## src/rtl/encoder_decoder_pipe.sv

```systemverilog
// Two-stage pipelined round-trip encoder/decoder: stage 1 encodes (binary/Gray/one-hot),
// stage 2 decodes and self-checks. Optional parity on the code word: define ENC_DEC_PARITY_EN.
module encoder_decoder_pipe #(
  parameter int WIDTH  = 4,
  parameter int CODE_W = 2**WIDTH,
  parameter int CNT_W  = 16
) (
  input  logic              clk,
  input  logic              rst,
  input  logic              in_valid,
  output logic              in_ready,
  input  logic [1:0]        mode,
  input  logic [WIDTH-1:0]  binary_input,
`ifdef ENC_DEC_PARITY_EN
  input  logic              parity_flip,
  output logic [CODE_W:0]   code_word,
`else
  output logic [CODE_W-1:0] code_word,
`endif
  output logic              code_valid,
  output logic              out_valid,
  input  logic              out_ready,
  output logic [WIDTH-1:0]  binary_output,
  output logic              mode_err,
  output logic              chk_err,
  output logic [CNT_W-1:0]  xfer_cnt
);

`ifdef ENC_DEC_PARITY_EN
  localparam int CW = CODE_W + 1;
`else
  localparam int CW = CODE_W;
`endif

  // Handshake: a transfer happens on a side in any cycle where its valid and ready are
  // both high at the rising edge; valid never depends on ready of the same side.
  logic              s2_adv;
  logic              accept;
  logic [CODE_W-1:0] enc;
  logic [CW-1:0]     enc_full;
  logic [1:0]        mode_q;
  logic [WIDTH-1:0]  orig_q;
  logic [WIDTH-1:0]  dec;
  logic              dec_err;
  logic              oh_seen;
  logic              oh_multi;
  logic              oh_high;
  logic [WIDTH-1:0]  oh_idx;

  assign s2_adv   = !out_valid || out_ready;
  assign in_ready = !rst && (!code_valid || s2_adv);
  assign accept   = in_valid && in_ready;

  always_comb begin
    enc = '0;
    case (mode)
      2'b01:   enc[WIDTH-1:0] = binary_input ^ (binary_input >> 1);
      2'b10:   enc = CODE_W'(1) << binary_input;
      default: enc[WIDTH-1:0] = binary_input;
    endcase
  end

`ifdef ENC_DEC_PARITY_EN
  assign enc_full = {(^enc) ^ parity_flip, enc};
`else
  assign enc_full = enc;
`endif

  always_comb begin
    dec      = '0;
    dec_err  = 1'b0;
    oh_seen  = 1'b0;
    oh_multi = 1'b0;
    oh_high  = 1'b0;
    oh_idx   = '0;
    // Set bits above 2**WIDTH-1 cannot name a valid word, so they count as a bad one-hot.
    for (int i = 0; i < CODE_W; i++) begin
      if (code_word[i]) begin
        if (oh_seen) oh_multi = 1'b1;
        oh_seen = 1'b1;
        if (i < (1 << WIDTH)) oh_idx = WIDTH'(i);
        else oh_high = 1'b1;
      end
    end
    case (mode_q)
      2'b01: begin
        for (int i = 0; i < WIDTH; i++) dec[i] = ^(code_word[WIDTH-1:0] >> i);
      end
      2'b10: begin
        if (oh_seen && !oh_multi && !oh_high) dec = oh_idx;
        else dec_err = 1'b1;
      end
      default: dec = code_word[WIDTH-1:0];
    endcase
`ifdef ENC_DEC_PARITY_EN
    if (code_word[CODE_W] != ^code_word[CODE_W-1:0]) begin
      dec     = '0;
      dec_err = 1'b1;
    end
`endif
  end

  always_ff @(posedge clk) begin
    if (rst) begin
      code_valid    <= 1'b0;
      code_word     <= '0;
      mode_q        <= '0;
      orig_q        <= '0;
      out_valid     <= 1'b0;
      binary_output <= '0;
      mode_err      <= 1'b0;
      chk_err       <= 1'b0;
      xfer_cnt      <= '0;
    end else begin
      if (accept) begin
        code_word  <= enc_full;
        mode_q     <= mode;
        orig_q     <= binary_input;
        code_valid <= 1'b1;
        if (mode == 2'b11) mode_err <= 1'b1;
      end else if (s2_adv) begin
        code_valid <= 1'b0;
      end
      if (s2_adv) begin
        out_valid <= code_valid;
        if (code_valid) begin
          binary_output <= dec;
          if (dec_err || (dec != orig_q)) chk_err <= 1'b1;
        end
      end
      if (out_valid && out_ready) xfer_cnt <= xfer_cnt + CNT_W'(1);
    end
  end

endmodule
```

## config.mk

```make
export PLATFORM = sky130hd
export DESIGN_NAME = encoder_decoder_pipe
export DESIGN_NICKNAME = d
export VERILOG_FILES = /design/src/rtl/encoder_decoder_pipe.sv
export SDC_FILE = /design/constraint.sdc
export NUM_CORES = 1
export LEC_CHECK = 0
export ABC_AREA = 1
export CAP_MARGIN = 0
export CORE_ASPECT_RATIO = 1.75
export CORE_MARGIN = 3
export CORE_UTILIZATION = 40
export DETAILED_ROUTE_END_ITERATION = 10
export GPL_TIMING_DRIVEN = 0
export PLACE_DENSITY = 0.72
export SLEW_MARGIN = 20
export SYNTH_ARGS = -nofsm -noshare
export SYNTH_HDL_FRONTEND = slang
export SYNTH_SLANG_ARGS = --single-unit
```

## constraint.sdc

```tcl
create_clock -name clk -period 2.8 [get_ports clk]
set_input_delay 0.28 -clock clk [delete_from_list [all_inputs] [get_ports clk]]
set_output_delay 0.28 -clock clk [all_outputs]
set_load 0.05 [all_outputs]
```

-- Word-level counts from Yosys, hierarchy flattened
Cells that the tools add are included.
W data, S select, Z words.
- bits of input ports: 10
- output and inout port bits: 41
- word-level logic and storage cells: 106
- flip-flop bits (word level): 46
- equality and inequality tests: 6
- shift-type cells: 1
- reduce and logical (&&, ||, !) cells: 19
- mux-type cells: 69
- add/sub/neg operators: 1
- bitwise gates (word level): 1
- operators with widths (kind ; number):
    $mux W4 ; 15
    $mux W1 ; 51
    $add A16 B1 Y16 const B ; 1
    $pmux W4 S2 ; 2
    $reduce_xor A4 Y1 ; 4
    $shl A1 B4 Y16 const A ; 1
    $mux W12 ; 1
    $eq A2 B2 Y1 const B ; 3
    $eq A2 B1 Y1 const B ; 2
    $logic_and A1 B1 Y1 ; 4
    $logic_not A1 Y1 ; 4
    $ne A4 B4 Y1 ; 1
    $reduce_and A2 Y1 ; 2
    $xor A4 B3 Y4 ; 1
    $logic_or A1 B1 Y1 ; 3
    $reduce_and A3 Y1 ; 1
    $reduce_bool A2 Y1 ; 1

-- Depth between registers and ports, before layout
- word-level depth: 38
- mapped depth: 21
- mapped depth without buffers: 21

-- Worst setup path before layout
Ideal clock, no wire load.
- path type: reg2reg
- start point: register code_word[0]
- end point: register chk_err
- stages on the path, launching flop included: 17
- clock period less this slack: 2.217 ns
- required time: 2.686 ns
- path slack: 0.583 ns
- library setup time: 0.114 ns
- arrival time: 2.102 ns
- path buffers: 0
- path through: dfxtp_1 -> inv_1 -> ha_1 -> nand3_4 -> o21ai_0 -> nand2_1 -> nand2_2 -> nor2_4 -> nand3_2 -> o21bai_2 -> nand2_1 -> nand2_1 -> nand2_1 -> nor2_1 -> nand3_1 -> nand2_1 -> a21oi_2
- word-level cells in the longest chain between the ends: 38
- elaborated cells on any way between the ends: 56
- classes of those cells: eq/ne: 1; mux: 50; reduce/logical: 5
- ends and longest elaborated chain (element ; RTL line ; text):
    start: declaration ; 18 ; output logic [CODE_W-1:0] code_word,
    start signal: assignment ; 116 ; code_word <= enc_full;
    $mux W1 ; 78 ; if (code_word[i]) begin
    $mux W1 ; 79 ; if (oh_seen) oh_multi = 1'b1;
    $mux W1 ; 78 ;
    $mux W1 ; 79 ;
    $mux W1 ; 78 ;
    $mux W1 ; 79 ;
    $mux W1 ; 78 ;
    $mux W1 ; 79 ;
    [22 not listed] ; n/a ;
    $mux W1 ; 78 ;
    $logic_not A1 Y1 ; 90 ; if (oh_seen && !oh_multi && !oh_high) dec = oh_idx;
    $logic_and A1 B1 Y1 ; 90 ;
    $mux W4 ; 90 ;
    $pmux W4 S2 ; 85 ; case (mode_q)
    $ne A4 B4 Y1 ; 128 ; if (dec_err || (dec != orig_q)) chk_err <= 1'b1;
    $logic_or A1 B1 Y1 (*) ; 128 ;
    $reduce_and A3 Y1 (no source line) (*) ; n/a ;
    end signal: assignment ; 112 ; chk_err <= 1'b0;
    end signal: assignment ; 128 ;
    end: declaration ; 25 ; output logic chk_err,
Every way passes the cells marked *; elsewhere a longest branch is shown, timed or not.
A chain may end at the register's enable or synchronous reset.

-- Worst setup path after layout
- start point: input out_ready
- end point: output in_ready
- word-level cells in the longest chain between the ends: 3
- ends and longest elaborated chain (element ; RTL line ; text):
    start: declaration ; 22 ; input logic out_ready,
    $logic_or A1 B1 Y1 ; 50 ; assign s2_adv = !out_valid || out_ready;
    $logic_or A1 B1 Y1 ; 51 ; assign in_ready = !rst && (!code_valid || s2_adv);
    $logic_and A1 B1 Y1 ; 51 ;
    end: declaration ; 11 ; output logic in_ready,
Every way passes these cells.

==> flow_summary.ini <==
[outcome]
run_status = finished, final reports clean

[sta]
setup_viol = 0
finalSetupTns_ns = 0
fmax_ghz = 0.456
finalMaxSlewViolations = 0
finalCritPeriodShare_pct = 78.4
relSlewSlack_pct = 64.7
worstMarginPinSlew_ns = 0.528
skew_ns = 0.00840
min_period_ns = 2.20
hold_slack_ns = 0.249
finalHoldViolCount = 0
rsz0062_at_grt = no

[power_and_ir_drop]
switchingPower_w = 0.000476
p_int_w = 0.00107
p_seq_share_pct = 45.2
ir_drop_mv = 0.268
power_leakage_nw = 1.41
pwr-share-comb_pct = 23.9
clockPowerShare_pct = 30.9
sw_frac_of_total_pct = 30.8
p_per_area_mw_per_mm2 = 462

[final_layout]
layout_commonest_cell = nand2_1
fin_cells = 523
n_antenna_cell = 0
layout-drive-gt1-share_pct = 6.32
multi_input_area_mm2 = 0.00143
final_util_pct = 52.9
ff_latch_area_um2 = 921
design_area_mm2 = 0.00334
fillers = 623
syn_to_final_growth_pct = 26.4
mostFrequentLayoutCells = nand2_1, inv_1, clkdlybuf4s50_1, dfxtp_1, a21oi_1
fin_nets = 466

[drt]
drc_errors = 0
vias = 2571
firstDrtPassIters = 4
drt_iter0_drc = 134
wl_met2_um = 3830
wl_met1_um = 2500
top_layer = met4
routed_wl_um = 6650
wl_met3_um = 192
drt-wirelength-per-cell_um = 12.7
post_drt_via_cell_ratio = 4.92
antenna_left = 0

[logic_synthesis]
ys_seq_area_share_pct = 34.8
yosysWarnings = 0
postSynthCellCount = 386
synth_area_mm2 = 0.00265
synth_area_per_cell_um2 = 6.85
synth-edff-count = 0
ys_seq_elements = 46
synth_ff_type = dfxtp_1
syn_nets = 410
yosysTopAreaCell = dfxtp_1
synth.area.top_cells = dfxtp_1, nand2_1, inv_1
synth_top_area_share_pct = 34.8
yosysUniqueCellTypes = 37
synthArstFlopShare_pct = 0

[grt]
antenna_found_initial = 0
grt_max_degree = 15
grt_pass1_vias = 2453
overflow = 0
grt_util_all_layers_pct = 18.5
grt_pass1_wl_um = 10900

[setup_path]
path_buf_inv = 5
path_max_fanout = 3
endpoint_kind = output pin
crit_required_ns = 2.52
critical_path_class = input pin to output pin
cpMostUsedCell = inv_1
arrival_ns = 1.92
path_delay_family = buffers and inverters
reg2reg_slack_ns = 0.64
max_stage_delay_ns = 0.79
path_cells = clkdlybuf4s50_1, inv_1, nand2_1, nor2_1, inv_1, nand2_1, inv_1, clkdlybuf4s50_1
rr_worst_depth = 19
cp_slowest_cell = clkdlybuf4s50_1
reg2reg_from = code_word[1]$_SDFFE_PP0P_
r2r-end = chk_err$_SDFFE_PP0P_
critPathLaunchType = input pin

[flow_run]
cap_violations = 0

[die]
core_area_mm2 = 0.00632
rows = 38
dieHeight_um = 114
die_width_um = 67.5
start_util_pct = 41.8
dieArea_mm2 = 0.00766
io_pins = 51

[clock_network]
cts_num_sinks = 46
cts_hold_buf = 0
htree_levels = 2
cts_tree = done
cts-root-buf = clkbuf_8
clk_path_buf_depth = 2
path_clk_slew_ns = 0.08
cts_setup_buffers = 0
cts_resized = 0
cts_buffers = 5
clk_latency_ns = 0.30

[place]
place_hpwl_um = 5370
io_buffers = 49
gp_congestion = 0.886
placed_cell_area_mm2 = 0.00324
dp.cells = 515

[worst_hold_path]
hold_end = code_word[4]$_SDFFE_PP0P_
hold_path.class = input pin to flop
hold_path_startpoint = rst
holdPathStages = 2
==> through the flow <==
stage                     power, W  worst slack (ns)
after floorplan           0.000978             0.583
after global placement     0.00108             0.409
after detailed placement   0.00109             0.410
after CTS                  0.00156             0.601
after global routing       0.00163             0.425
final                      0.00155             0.605
==> how the worst max path moves through the flow <==
stage / startpoint / endpoint / cells past startpoint
3_3_place_gp: out_ready / xfer_cnt[14]$_SDFFE_PP0P_ / 10
4_1_cts: out_ready / in_ready / 8
6_report: out_ready / in_ready / 8
5_1_grt: code_word[1]$_SDFFE_PP0P_ / chk_err$_SDFFE_PP0P_ / 19
3_5_place_dp: out_ready / xfer_cnt[14]$_SDFFE_PP0P_ / 10
2_1_floorplan: code_word[0]$_SDFFE_PP0P_ / chk_err$_SDFFE_PP0P_ / 16
==> cell families after synthesis <==
group / share of synthesized area [%]
AND/OR/NAND/NOR: 29.5
AO/OA/AOI/OAI: 16.5
buffers and inverters: 11.3
flip-flops: 34.8
adder cells (fa/ha/maj): 6.62
XOR/XNOR: 1.32
==> power by group through the flow <==
stage	clock network, W	logic [W]	registers, W
after floorplan	0	0.000205	0.000773
after global placement	0	0.000364	0.000715
after detailed placement	0	0.000370	0.000715
after CTS	0.000493	0.000371	0.000700
after global routing	0.000516	0.000408	0.000704
final	0.000478	0.000370	0.000699
==> layout make-up <==
class | count | share of cell area, %
clock buffer | 5 | 2.06
timing repair buffer | 49 | 14.7
inverter | 65 | 7.30
buffer | 10 | 1.65
tap | 80 | 2.99
clock inverter | 3 | 1.20
sequential | 46 | 27.5
multi-input combinational | 265 | 42.6
==> flip-flops by register name, indices dropped and copies added, names as in the netlist, 2 cells and up <==
signal	count
mode_q	2
xfer_cnt	16
binary_output	4
code_word	16
orig_q	4
==> worst reg2reg max path, stage by stage (launching register included) <==
cell and delay (ns):
dfxtp_1 0.36, inv_1 0.09, ha_1 0.24, inv_1 0.06
nand2_1 0.06, nand2_1 0.05, nor2_1 0.08, nand2_1 0.05
nor2_1 0.12, nand2_2 0.08, nor2_4 0.14, nand4_1 0.14
nand2_1 0.12, nand2_1 0.06, nand2_1 0.05, nand3_1 0.08
nor2_1 0.09, nand3_1 0.08, nand2_1 0.07, a21oi_2 0.05
==> metal layers <==
| layer | global-route usage [%] | vias up |
|---|---|---|
| met5 | 0 | - |
| met4 | 8.13 | 0 |
| met3 | 2.56 | 8 |
| met2 | 35.8 | 48 |
| met1 | 18.3 | 1152 |
| li1 | - | 1363 |
==> synthesized netlist by cell type (4+ instances only) <==
library cell  count
nor2_1           26
nand4_1           7
clkbuf_1          8
a211oi_1          4
inv_2             5
nand3_1          26
o21ai_0          25
nor3_1            6
dfxtp_1          46
a31oi_1           6
a21oi_1          31
inv_1            60
ha_1             14
nor2_4            5
nand2_1          91
No activity file was read; power rests on OpenSTA's default activity.
